## src/rtl/holy_core_pkg.sv

```systemverilog
// Shared core definitions: funct3 encodings, LSU state encoding and defaults.
package holy_core_pkg;

    localparam logic [2:0] F3_BYTE   = 3'b000;
    localparam logic [2:0] F3_HALF   = 3'b001;
    localparam logic [2:0] F3_WORD   = 3'b010;
    localparam logic [2:0] F3_BYTE_U = 3'b100;
    localparam logic [2:0] F3_HALF_U = 3'b101;

    typedef enum logic [1:0] {
        IDLE = 2'd0,
        REQ  = 2'd1,
        RESP = 2'd2,
        DONE = 2'd3
    } lsu_state_t;

    localparam int LSU_TIMEOUT_DEFAULT = 255;

endpackage

```

## src/rtl/load_data_extender.sv

```systemverilog
// Aligns a returned memory word to the access offset and sign/zero-extends it.
module load_data_extender
    import holy_core_pkg::*;
(
    input  logic [31:0] rdata,
    input  logic [1:0]  offset,
    input  logic [2:0]  f3,
    output logic [31:0] data
);

    logic [31:0] shifted;

    assign shifted = rdata >> {offset, 3'b000};

    always_comb begin
        data = '0;
        case (f3)
            F3_BYTE:   data = {{24{shifted[7]}}, shifted[7:0]};
            F3_BYTE_U: data = {24'b0, shifted[7:0]};
            F3_HALF:   data = {{16{shifted[15]}}, shifted[15:0]};
            F3_HALF_U: data = {16'b0, shifted[15:0]};
            F3_WORD:   data = shifted;
            default:   data = '0;
        endcase
    end

endmodule

```

## src/rtl/load_store_unit.sv

```systemverilog
// Memory-access stage: one request/response transaction per access, stalls meanwhile.
// Optional watchdog with bus_error output enabled by defining LSU_TIMEOUT_EN.
module load_store_unit
    import holy_core_pkg::*;
#(
    parameter int ADDR_W         = 32,
    parameter int DATA_W         = 32,
    parameter int TIMEOUT_CYCLES = LSU_TIMEOUT_DEFAULT
) (
    input  logic              clk,
    input  logic              rst_n,
    input  logic              req_valid,
    input  logic              req_write,
    input  logic [ADDR_W-1:0] req_addr,
    input  logic [2:0]        req_f3,
    input  logic [3:0]        req_byte_enable,
    input  logic [DATA_W-1:0] req_wdata,
    output logic              stall,
    output logic              done,
    output logic [DATA_W-1:0] load_data,
    output logic              misaligned,
`ifdef LSU_TIMEOUT_EN
    output logic              bus_error,
`endif
    output logic              mem_req_valid,
    input  logic              mem_req_ready,
    output logic [ADDR_W-1:0] mem_addr,
    output logic [3:0]        mem_wstrb,
    output logic [DATA_W-1:0] mem_wdata,
    input  logic              mem_resp_valid,
    output logic              mem_resp_ready,
    input  logic [DATA_W-1:0] mem_rdata
);

    if (DATA_W != 32) begin : g_bad_data_w
        $error("load_store_unit supports DATA_W == 32 only");
    end
    if (TIMEOUT_CYCLES < 1) begin : g_bad_timeout
        $error("load_store_unit needs TIMEOUT_CYCLES >= 1");
    end

    lsu_state_t        state;
    lsu_state_t        state_n;
    logic [ADDR_W-1:0] addr_q;
    logic [2:0]        f3_q;
    logic              write_q;
    logic [3:0]        strb_q;
    logic [DATA_W-1:0] wdata_q;
    logic [DATA_W-1:0] rdata_q;
    logic              mis_q;
    logic [DATA_W-1:0] ext_data;
    logic              accept;
    logic              kill_data;

`ifdef LSU_TIMEOUT_EN
    localparam int CNT_W = ($clog2(TIMEOUT_CYCLES + 1) > 8) ?
                           $clog2(TIMEOUT_CYCLES + 1) : 8;
    localparam logic [CNT_W-1:0] CNT_LAST = CNT_W'(TIMEOUT_CYCLES - 1);

    logic [CNT_W-1:0] cnt_q;
    logic             berr_q;
    logic             expire;
    logic             timeout_hit;

    // A completing handshake in the expiry cycle takes priority over the error
    assign expire    = (cnt_q >= CNT_LAST);
    assign kill_data = write_q | mis_q | berr_q;
`else
    assign kill_data = write_q | mis_q;
`endif

    assign accept    = (state == IDLE) && req_valid;
    assign mem_addr  = {addr_q[ADDR_W-1:2], 2'b00};
    assign mem_wstrb = strb_q;
    assign mem_wdata = wdata_q;

    load_data_extender u_ext (
        .rdata  (rdata_q),
        .offset (addr_q[1:0]),
        .f3     (f3_q),
        .data   (ext_data)
    );

    always_ff @(posedge clk) begin
        if (!rst_n) begin
            state   <= IDLE;
            addr_q  <= '0;
            f3_q    <= '0;
            write_q <= 1'b0;
            strb_q  <= '0;
            wdata_q <= '0;
            rdata_q <= '0;
            mis_q   <= 1'b0;
`ifdef LSU_TIMEOUT_EN
            cnt_q   <= '0;
            berr_q  <= 1'b0;
`endif
        end else begin
            state <= state_n;
            if (accept) begin
                addr_q  <= req_addr;
                f3_q    <= req_f3;
                write_q <= req_write;
                strb_q  <= req_write ? req_byte_enable : 4'b0000;
                wdata_q <= req_wdata;
                rdata_q <= '0;
                mis_q   <= (req_byte_enable == 4'b0000);
`ifdef LSU_TIMEOUT_EN
                cnt_q   <= '0;
                berr_q  <= 1'b0;
`endif
            end
            if ((state == RESP) && mem_resp_valid) begin
                rdata_q <= mem_rdata;
            end
`ifdef LSU_TIMEOUT_EN
            if ((state == REQ) || (state == RESP)) begin
                cnt_q <= cnt_q + 1'b1;
            end
            if (timeout_hit) begin
                berr_q <= 1'b1;
            end
`endif
        end
    end

    always_comb begin
        state_n        = state;
        stall          = 1'b0;
        done           = 1'b0;
        misaligned     = 1'b0;
        load_data      = '0;
        mem_req_valid  = 1'b0;
        mem_resp_ready = 1'b0;
`ifdef LSU_TIMEOUT_EN
        bus_error      = 1'b0;
        timeout_hit    = 1'b0;
`endif
        case (state)
            IDLE: begin
                stall = req_valid;
                if (req_valid) begin
                    state_n = (req_byte_enable == 4'b0000) ? DONE : REQ;
                end
            end
            REQ: begin
                stall         = 1'b1;
                mem_req_valid = 1'b1;
                if (mem_req_ready) begin
                    state_n = RESP;
                end
`ifdef LSU_TIMEOUT_EN
                else if (expire) begin
                    state_n     = DONE;
                    timeout_hit = 1'b1;
                end
`endif
            end
            RESP: begin
                stall          = 1'b1;
                mem_resp_ready = 1'b1;
                if (mem_resp_valid) begin
                    state_n = DONE;
                end
`ifdef LSU_TIMEOUT_EN
                else if (expire) begin
                    state_n     = DONE;
                    timeout_hit = 1'b1;
                end
`endif
            end
            DONE: begin
                done       = 1'b1;
                misaligned = mis_q;
                load_data  = kill_data ? '0 : ext_data;
`ifdef LSU_TIMEOUT_EN
                bus_error  = berr_q;
`endif
                state_n    = IDLE;
            end
            default: state_n = IDLE;
        endcase
    end

endmodule

```

## config.mk

```make
export PLATFORM = sky130hd
export DESIGN_NAME = load_store_unit
export DESIGN_NICKNAME = d
export VERILOG_FILES = /design/src/rtl/holy_core_pkg.sv /design/src/rtl/load_data_extender.sv /design/src/rtl/load_store_unit.sv
export SDC_FILE = /design/constraint.sdc
export NUM_CORES = 1
export LEC_CHECK = 0
export ABC_AREA = 1
export BUFFER_PORTS_ARGS = -buffer_cell sky130_fd_sc_hd__buf_4
export CAP_MARGIN = 20
export CORE_MARGIN = 5
export CORE_UTILIZATION = 44
export DETAILED_ROUTE_END_ITERATION = 8
export PLACE_DENSITY = 0.86
export SYNTH_ARGS = -nofsm -noshare
export SYNTH_HDL_FRONTEND = slang
export SYNTH_SLANG_ARGS = --single-unit
```

## constraint.sdc

```tcl
create_clock -name clk -period 1.4 [get_ports clk]
set_input_delay 0.21 -clock clk [delete_from_list [all_inputs] [get_ports clk]]
set_output_delay 0.21 -clock clk [all_outputs]
set_load 0.005 [all_outputs]
```

# After elaboration in Yosys (flattened, before gate mapping)
# Index checks and enable logic that the tools add are counted.
dict set report totals {
  output_inout_bits 105
  inputBits 109
  word_cells 44
  regBits 107
}
dict set report classes {
  bitwise 1
  n_reduce_logical 8
  shift 1
  eq_ne 10
  n_mux 16
}
# cell n
set op_table {}
lappend op_table {{32-bit case mux with 5 select lines} 1}
lappend op_table {{32-bit two-way mux} 4}
lappend op_table {{32-bit by 5-bit right shift with 32-bit output} 1}
lappend op_table {{2-bit two-way mux} 4}
lappend op_table {{2-bit case mux with 4 select lines} 1}
lappend op_table {{3-bit == test (second input constant)} 2}
lappend op_table {{2-bit inequality test (second input constant)} 3}
lappend op_table {{2-bit == test (second input constant)} 2}
lappend op_table {{4-bit zero test} 1}
lappend op_table {{1-bit two-way mux} 4}
lappend op_table {{4-bit two-way mux} 1}
lappend op_table {{3-bit by 1-bit == test with 1-bit output (second input constant)} 1}
lappend op_table {{3-bit by 2-bit == test with 1-bit output (second input constant)} 1}
lappend op_table {{3-bit zero test} 1}
lappend op_table {{3-bit AND reduction} 1}
lappend op_table {{2-bit by 1-bit == test with 1-bit output (second input constant)} 1}
lappend op_table {{1-bit logical AND} 2}
lappend op_table {{2-bit zero test} 1}
lappend op_table {{1-bit case mux with 2 select lines} 1}
lappend op_table {{2-bit nonzero test} 1}
lappend op_table {{2-bit OR reduction} 1}
lappend op_table {{1-bit OR} 1}

# Logic depth before layout (Yosys ltp)
# Gate-level depths: netlist of run 1.
dict set report depth {
  depth_word 4
  depth_mapped 10
  depth_no_buf 8
}

# Modules after synthesis
# Synthesis of run 1 repeated with hierarchy kept, for this count alone.
dict set report hier_totals {
  hier_cells 796
  area_unflattened_um2 5413.9
}
# mod area_each_um2 n_inst cells_per_inst seq_area_each_um2
set modules_own_cells {}
lappend modules_own_cells {load_store_unit 4495.6 1 602 2142.1}
lappend modules_own_cells {load_data_extender 918.4 1 194 0.0}

# Worst setup path after synthesis of run 1
# OpenSTA, ideal clock, no wires.
dict set report synth_path {
  path_type {register -> output}
  from {register state[0]}
  to {output load_data[30]}
  slack_ns -0.064
  required_time_ns 1.190
  path_buffers 1
  stages_incl_launch_ff 9
  arrival_ns 1.254
  cell_sequence {dfxtp_1 -> ha_1 -> inv_1 -> nor3_1 -> o21ai_2 -> inv_2 -> buf_4 -> nand2_1 -> inv_1}
}
dict set report synth_via {
  elab_chain_cells 2
}
# item line_no
set synth_lines {}
lappend synth_lines {{from (decl)} load_store_unit.sv:42} ;# lsu_state_t state;
lappend synth_lines {{from (signal assigned)} load_store_unit.sv:99} ;# state <= state_n;
lappend synth_lines {{2-bit == test} load_store_unit.sv:139} ;# case (state)
lappend synth_lines {{32-bit two-way mux} load_store_unit.sv:139}
lappend synth_lines {{to (decl)} load_store_unit.sv:20} ;# output logic [DATA_W-1:0] load_data,
# No other way between the ends.

# Final worst setup path of run 1
dict set report layout_path {
  from {register f3_q[2]}
  to {output load_data[16]}
}
dict set report layout_via {
  elab_chain_cells 4
  word_cells_on_any_way 8
  cone_classes {4 x eq/ne; 3 x mux; 1 x reduce/logical}
}
# item line_no
set layout_lines {}
lappend layout_lines {{from (decl)} load_store_unit.sv:45} ;# logic [2:0] f3_q;
lappend layout_lines {{from (signal assigned)} load_store_unit.sv:102} ;# f3_q <= req_f3;
lappend layout_lines {{3-bit by 2-bit == test with 1-bit output (tied with other cells)} load_data_extender.sv:17} ;# case (f3)
lappend layout_lines {{32-bit case mux with 5 select lines (*)} load_data_extender.sv:17}
lappend layout_lines {{32-bit two-way mux (*)} load_store_unit.sv:175} ;# load_data = kill_data ? '0 : ext_data;
lappend layout_lines {{32-bit two-way mux (*)} load_store_unit.sv:139}
# Mark *: on every way between the ends. The rest lies on a longest branch, timed or not.

==> metrics.md, run 1 <==
| Metric | Value |
|---|---|
| Antenna violations before repair | 0 |
| # IOs | 214 |
| Violated checks | negative setup slack |
| Critical Path, Cell by Cell | nor2_4, nand2_2, nor2_2, buf_4, nand2_1, nand3_1, nand2_1, inv_1, buf_4 |
| Worst skew pair latency | 0.36 ns |
| RSZ-0062 raised after global routing | yes |
| Core Region | 11500 µm² |
| Share of power burned in registers | 0.281 |
| Site Rows | 39 |
| Vias | between 6000 and 7000 |
| Hpwl dp | 11900 µm |
| Largest net degree at the start of global routing | 38 |
| P per Cell Area | 1700 nW/µm² |
| Synthesized-area fraction occupied by ao, oa, aoi and oai cells | 0.136 |
| Worst Path Required | around 1.2 ns |
| First-pass GRT wire length | roughly 29000 µm |
| Multi-input gate area in the final layout | 3410 µm² |
| CP Capture Type | output port |
| Seq/Total Area, Yosys | 0.414 |
| Crit path max fanout | 9 |
| Initial Util | 0.451 |
| Leading area contributor after synthesis | dfxtp_1 |
| Commonest non-fill, non-tap cell in the layout | buf_4 |
| Netlist cell types | 24 |
| DIE WIDTH | 118 µm |
| Syn Area/Cell | a little under 7 µm² |
| Post-synth top area share | 0.414 |
| HP Class | in -> reg |
| Diode count | 0 |
| Clock power frac | 0.166 |
| Yosys Warn Count | 0 |
| Outcome | complete, but fails checks |
| Crit start category | register |
| Nets | 1080 |
| NetSw | 6.22 mW |
| ANT nets after route | 0 |
| Wire per inst | 21.6 µm |
| Peak VDD IR | 1.16 mV |
| Post-synthesis adder-cell area fraction | 0.0121 |
| FILL cells | 603 |
| Rel. slew slack | 0.376 |
| Crit-path max cell delay | 0.37 ns |
| Switching share of total power | 0.406 |
| Full die area | between 10000 and 15000 µm² |
| Share of layout cells above drive strength 1 | 0.546 |
| Final instance area | 9010 µm² |
| Arrival @ worst endpoint | between 1.5 and 2 ns |
| WS Path Type | reg -> out |
| Vias/cell | 5.88 |
| CTS Buf Count | 9 |
| GPL Wtd Cong | about 0.9 |
| Commonest non-fill, non-tap cells in the layout | buf_4 (229), nand2_1 (105), nor2_1 (102), dfxtp_1 (101), nand3_1 (56) |
| Final setup violation count | 143 |
| Cell internal pwr | 9.11 mW |
| Number of global-route vias before repair | ~5700 |
| Max-Cap Viols | 0 |
| Post-layout min period | 1.94 ns |
| Syn Inst Count | 748 |
| DRT Wirelength | ~24000 µm |
| CTS root buf | clkbuf_16 |
| Yosys reg bits | 107 |
| Clock Path Buffers | 2 |
| CP Buf/Inv Count | 3 |
| Setup ws final | -0.537 ns |
| DRC Markers | 0 |
| CTS clk-pin slew, worst paths | 0.08 ns |
| Largest family of logic cells by synthesized area | simple AND/OR/NAND/NOR gates |
| Synth Area in Simple Gates | 0.307 |
| DIE HEIGHT | between 100 and 150 µm |
| CTS tree | done |
| Hold violation count in the final report | 0 |
| Period Utilization, post-route | 1.38 |
| Placed Area | 6780 µm² |
| Mapped Area | about 5200 µm² |
| Clk sink count | 107 |
| Global route overflow | 0 |
| Max Fclk | just over 500 MHz |
| Worst Skew | 0.0149 ns |
| Top delay family on crit path | simple AND/OR/NAND/NOR gates |
| Logic pwr share | 0.553 |
| Drt initial violations | 690 |
| Slew @ Worst Pin | around 0.94 ns |
| Post-Synth XOR/XNOR Area | 0 |
| Total track usage | 0.248 |
| 1st-pass router iterations | 6 |
| Slowest stage cell, crit path | dfxtp_4 |
| Leakage | around 4.0 nW |
| H-tree depth | 3 |
| Slew Limit Fails | 0 |
| Mux share of post-synthesis cell area | 0 |
| Area grow syn2layout | 74.2% |
| Input/output buffers | 211 |
| FF/Latch Area | 2160 µm² |
| Tot Pwr | roughly 15 mW |
| Main area contributors after synthesis | dfxtp_1 (41%), nor2_1 (11%), nand3_1 (9.1%), nand2_1 (8.8%), o21ai_0 (6.6%) |
## area by class of cell
type                            count  area share
Clock buffer                       10      0.0265
Clock inverter                      6     0.00500
Inverter                           35      0.0200
Multi-Input combinational cell    520       0.378
Sequential cell                   107       0.239
Tap cell                          143      0.0199
Timing Repair Buffer              292       0.310
Timing Repair inverter              1     0.00125
## metal layers
| layer | wire length [µm] | vias to the layer above | track usage |
|---|---|---|---|
| li1 | - | 2832 | - |
| met1 | 7920 | 3024 | 0.275 |
| met2 | 11700 | 541 | 0.428 |
| met3 | 2800 | 152 | 0.0941 |
| met4 | 1580 | 0 | 0.0999 |
| met5 | 0 | - | 0 |
## worst reg2reg max path, cell delays in order, from the launching register on
cell	delay (ns)
dfxtp_2	0.37
buf_4	0.12
buf_6	0.10
inv_6	0.04
ha_4	0.16
nand2_4	0.09
buf_12	0.18
buf_12	0.13
inv_8	0.05
clkbuf_16	0.16
nor2_1	0.14
nor2_1	0.08
## synthesized netlist by cell type
cell type,n
a21oi_1,57
a21oi_2,1
buf_1,5
buf_2,22
buf_4,34
buf_6,7
clkbuf_1,19
clkbuf_2,1
conb_1,1
dfxtp_1,107
ha_1,5
inv_1,31
inv_2,4
nand2_1,121
nand2_2,1
nand3_1,94
nand3_2,5
nor2_1,145
nor2_2,1
nor3_1,3
o211ai_1,8
o21ai_0,68
o21ai_2,1
or2_2,7
## worst paths after layout
kind | cells past startpoint | from | slack [ns] | endpoint
setup / recovery | 9 | f3_q[2] | -0.54 | load_data[16]
hold / removal | 3 | req_addr[27] | 0.08 | addr_q[27]
setup reg to reg | 11 | state[0] | -0.32 | mem_wdata[22]
hold reg to reg | 2 | mem_wstrb[2] | 0.47 | mem_wstrb[2]
## power by group through the flow
stage	logic, mW	registers, mW	clock network, mW
3_5_place_dp	4.66	4.13	0
6_report	8.48	4.30	2.55
4_1_cts	6.16	4.09	2.48
2_1_floorplan	2.92	4.07	0
3_3_place_gp	4.57	4.10	0
5_1_grt	8.93	4.37	2.68
## through the flow
step / setup slack (ns) / instances / TNS [ns] / hold WS, ns / utilization
after global placement: -0.153 / 1056 / -3.21 / 0.457 / 0.592
after detailed placement: -0.184 / 1056 / -5.94 / 0.459 / 0.592
after floorplan: -0.0199 / 749 / -0.0936 / 0.353 / -
after CTS: -0.443 / 1093 / -21.66 / 0.0809 / 0.678
after global routing: -0.623 / 1114 / -44.05 / 0.0728 / 0.786
final: -0.537 / 1114 / -36.62 / 0.0782 / 0.786
## state kept, by name, indices dropped and copies added, names as in the netlist
register	count
addr_q	32
mem_wdata	32
rdata_q	32
mem_wstrb	4
f3_q	3
state	2
mis_q	1
write_q	1
## cell families (layout without fill, tap and decap cells)
logic type / Yosys count / after routing
simple gates: 377 / 378
compound gates: 135 / 135
buf+inv: 123 / 344
flops: 107 / 107
fa+ha+maj: 5 / 5
other cells: 1 / 2
## repair_timing
| action | CTS | global route |
|---|---|---|
| gates cloned | 9 | 13 |
| pin swaps | 5 | 32 |
| resized for setup | 122 | 268 |
| buffers inserted | 14 | 14 |
| endpoints found under the setup margin | 138 | 144 |
| hold buffers | 0 | 0 |
| endpoints found under the hold margin | 0 | 0 |
Power figures use the tool's default switching activity.
==> run 2: changes to the inputs <==
--- a/config.mk
+++ b/config.mk
@@ -12,6 +12,7 @@
 export CORE_UTILIZATION = 44
 export DETAILED_ROUTE_END_ITERATION = 8
 export PLACE_DENSITY = 0.86
+export SETUP_SLACK_MARGIN = 0.4
 export SYNTH_ARGS = -nofsm -noshare
 export SYNTH_HDL_FRONTEND = slang
 export SYNTH_SLANG_ARGS = --single-unit
==> constraint.sdc (replaced) <==
create_clock -name clk -period 1.6 [get_ports clk]
set_input_delay 0.24 -clock clk [delete_from_list [all_inputs] [get_ports clk]]
set_output_delay 0.24 -clock clk [all_outputs]
set_load 0.005 [all_outputs]
==> metrics.md, run 2 (synthesized netlist as in run 1, its figures left out) <==
| Metric | Value |
|---|---|
| Share of layout cells above drive strength 1 | 0.387 |
| Hold violation count in the final report | 0 |
| Total track usage | 0.245 |
| ANT nets after route | 0 |
| Peak VDD IR | 0.945 mV |
| RSZ-0062 raised after global routing | yes |
| Slew Limit Fails | 0 |
| Crit start category | register |
| Clock Path Buffers | 2 |
| Full die area | 14000 µm² |
| NetSw | 4.32 mW |
| Hpwl dp | 11600 µm |
| DRC Markers | 0 |
| H-tree depth | 3 |
| Antenna violations before repair | 0 |
| Setup_tns | -6.71 ns |
| Number of global-route vias before repair | 5700 |
| Placed Area | 6710 µm² |
| Commonest non-fill, non-tap cell in the layout | buf_4 |
| CTS clk-pin slew, worst paths | 0.07 ns |
| Outcome | complete, but fails checks |
| CTS root buf | clkbuf_16 |
| Area grow syn2layout | 51.2% |
| Vias/cell | 5.45 |
| Share of power burned in registers | 0.316 |
| HP Class | in -> reg |
| Tot Pwr | 11.6 mW |
| Commonest non-fill, non-tap cells in the layout | buf_4 (228), nor2_1 (141), nand2_1 (111), dfxtp_1 (99), nand3_1 (88) |
| Nets | 1043 |
| Global route overflow | 0 |
| GR Util met1 | 0.274 |
| FILL cells | 895 |
| Met2 GRT Util | 0.419 |
| GPL Wtd Cong | 0.894 |
| Multi-input gate area in the final layout | 2770 µm² |
| DIE HEIGHT | 118 µm |
| Post-layout min period | 1.86 ns |
| Site Rows | 39 |
| Leakage | 3.64 nW |
| Input/output buffers | 211 |
| Crit path max fanout | 14 |
| Max-Cap Viols | 0 |
| Diode count | 0 |
| P per Cell Area | around 1500 nW/µm² |
| DIE WIDTH | 118 µm |
| Violated checks | negative setup slack |
| Final Core Density | 0.682 |
| Worst skew pair latency | about 0.34 ns |
| Core Region | 11500 µm² |
| Clock power frac | 0.200 |
| CTS tree | done |
| Largest net degree at the start of global routing | 38 |
| First-pass GRT wire length | 28200 µm |
| Setup ws final | -0.255 ns |
| WS Path Type | reg -> out |
| Switching share of total power | 0.372 |
| 1st-pass router iterations | 7 |
| Worst Skew | between 0.008 and 0.009 ns |
| Most used routing layer in global routing | met2 |
| Wire per inst | 17.5 µm |
| Clk sink count | approximately 110 |
| Hold_buf cts | 0 |
| FF/Latch Area | approximately 2200 µm² |
| GR Util met3 | 0.0936 |
| Period Utilization, post-route | 1.16 |
| Final instance area | roughly 8000 µm² |
| Final setup violation count | 33 |
| Initial Util | 0.451 |
| Arrival @ worst endpoint | 1.62 ns |
| DRT Wirelength | about 19000 µm |
| Vias | 5869 |
| Worst Path Required | around 1.4 ns |
| Drt initial violations | 684 |
| Max Fclk | 539 MHz |
| Cell internal pwr | 7.28 mW |
| # IOs | 214 |
| Logic pwr share | 0.485 |
| CP Capture Type | output port |
| CTS Buf Count | 9 |
[run 2: changes by cell type in the layout (fill, tap and decap cells not counted), moves of 17 or more]
cell,change
buf_6,-26
nand3_1,+32
nand3_2,-20
nor2_1,+39
nor2_2,-27
o21ai_0,+17
o21ai_1,+27
o21ai_2,-39
[run 2: metrics by stage]
step                std cells  setup slack (ns)  hold slack [ns]
floorplan                 749             0.247            0.383
global placement         1033            0.0289            0.454
detailed placement       1033           -0.0223            0.466
CTS                      1067            -0.205            0.124
global route             1077            -0.309            0.127
finish                   1077            -0.255            0.123
[run 2: area by class of cell]
| class | count | share of cell area |
|---|---|---|
| repair buffers | 252 | 0.287 |
| clock buffers | 10 | 0.0306 |
| well taps | 143 | 0.0229 |
| clock inverters | 6 | 0.00912 |
| inverters | 35 | 0.0190 |
| multi-input cells | 524 | 0.355 |
| flip-flops and latches | 107 | 0.277 |
[run 2: per-layer routing]
layer	share of wire	wire (µm)
met2	0.49	9310
met5	0	0
met4	0.031	575
met1	0.36	6870
met3	0.11	2080
[run 2: worst max-delay path: stages (launching register included)]
cell and delay, ns:
dfxtp_4 0.37, ha_4 0.15, inv_2 0.04, nor3_4 0.14, o21ai_4 0.12, buf_12 0.17
a21oi_2 0.15, buf_4 0.14
[run 2: worst paths after layout]
| path | from | slack [ns] | cells past startpoint | to |
|---|---|---|---|---|
| worst max-delay path | state[1] | -0.26 | 7 | load_data[1] |
| worst min-delay path | req_addr[31] | 0.12 | 3 | addr_q[31] |
| worst max register to register | state[0] | 0.11 | 7 | mem_wdata[30] |
| worst min register to register | mem_wstrb[0] | 0.47 | 2 | mem_wstrb[0] |
[run 2: timing repair]
action | in CTS | in global routing
setup buffers | 6 | 7
pin swaps | 9 | 10
gates resized for setup | 72 | 64
endpoints found under the hold margin | 0 | 0
endpoints found under the setup margin | 141 | 144
gates cloned | 12 | 3
[run 2: power groups by stage]
stage	sequential, mW	combinational, mW	clock (mW)
after detailed placement	3.65	3.94	0
final	3.66	5.62	2.31
after CTS	3.63	5.15	2.33
after floorplan	3.59	2.84	0
after global routing	3.72	6.05	2.46
after global placement	3.62	3.87	0
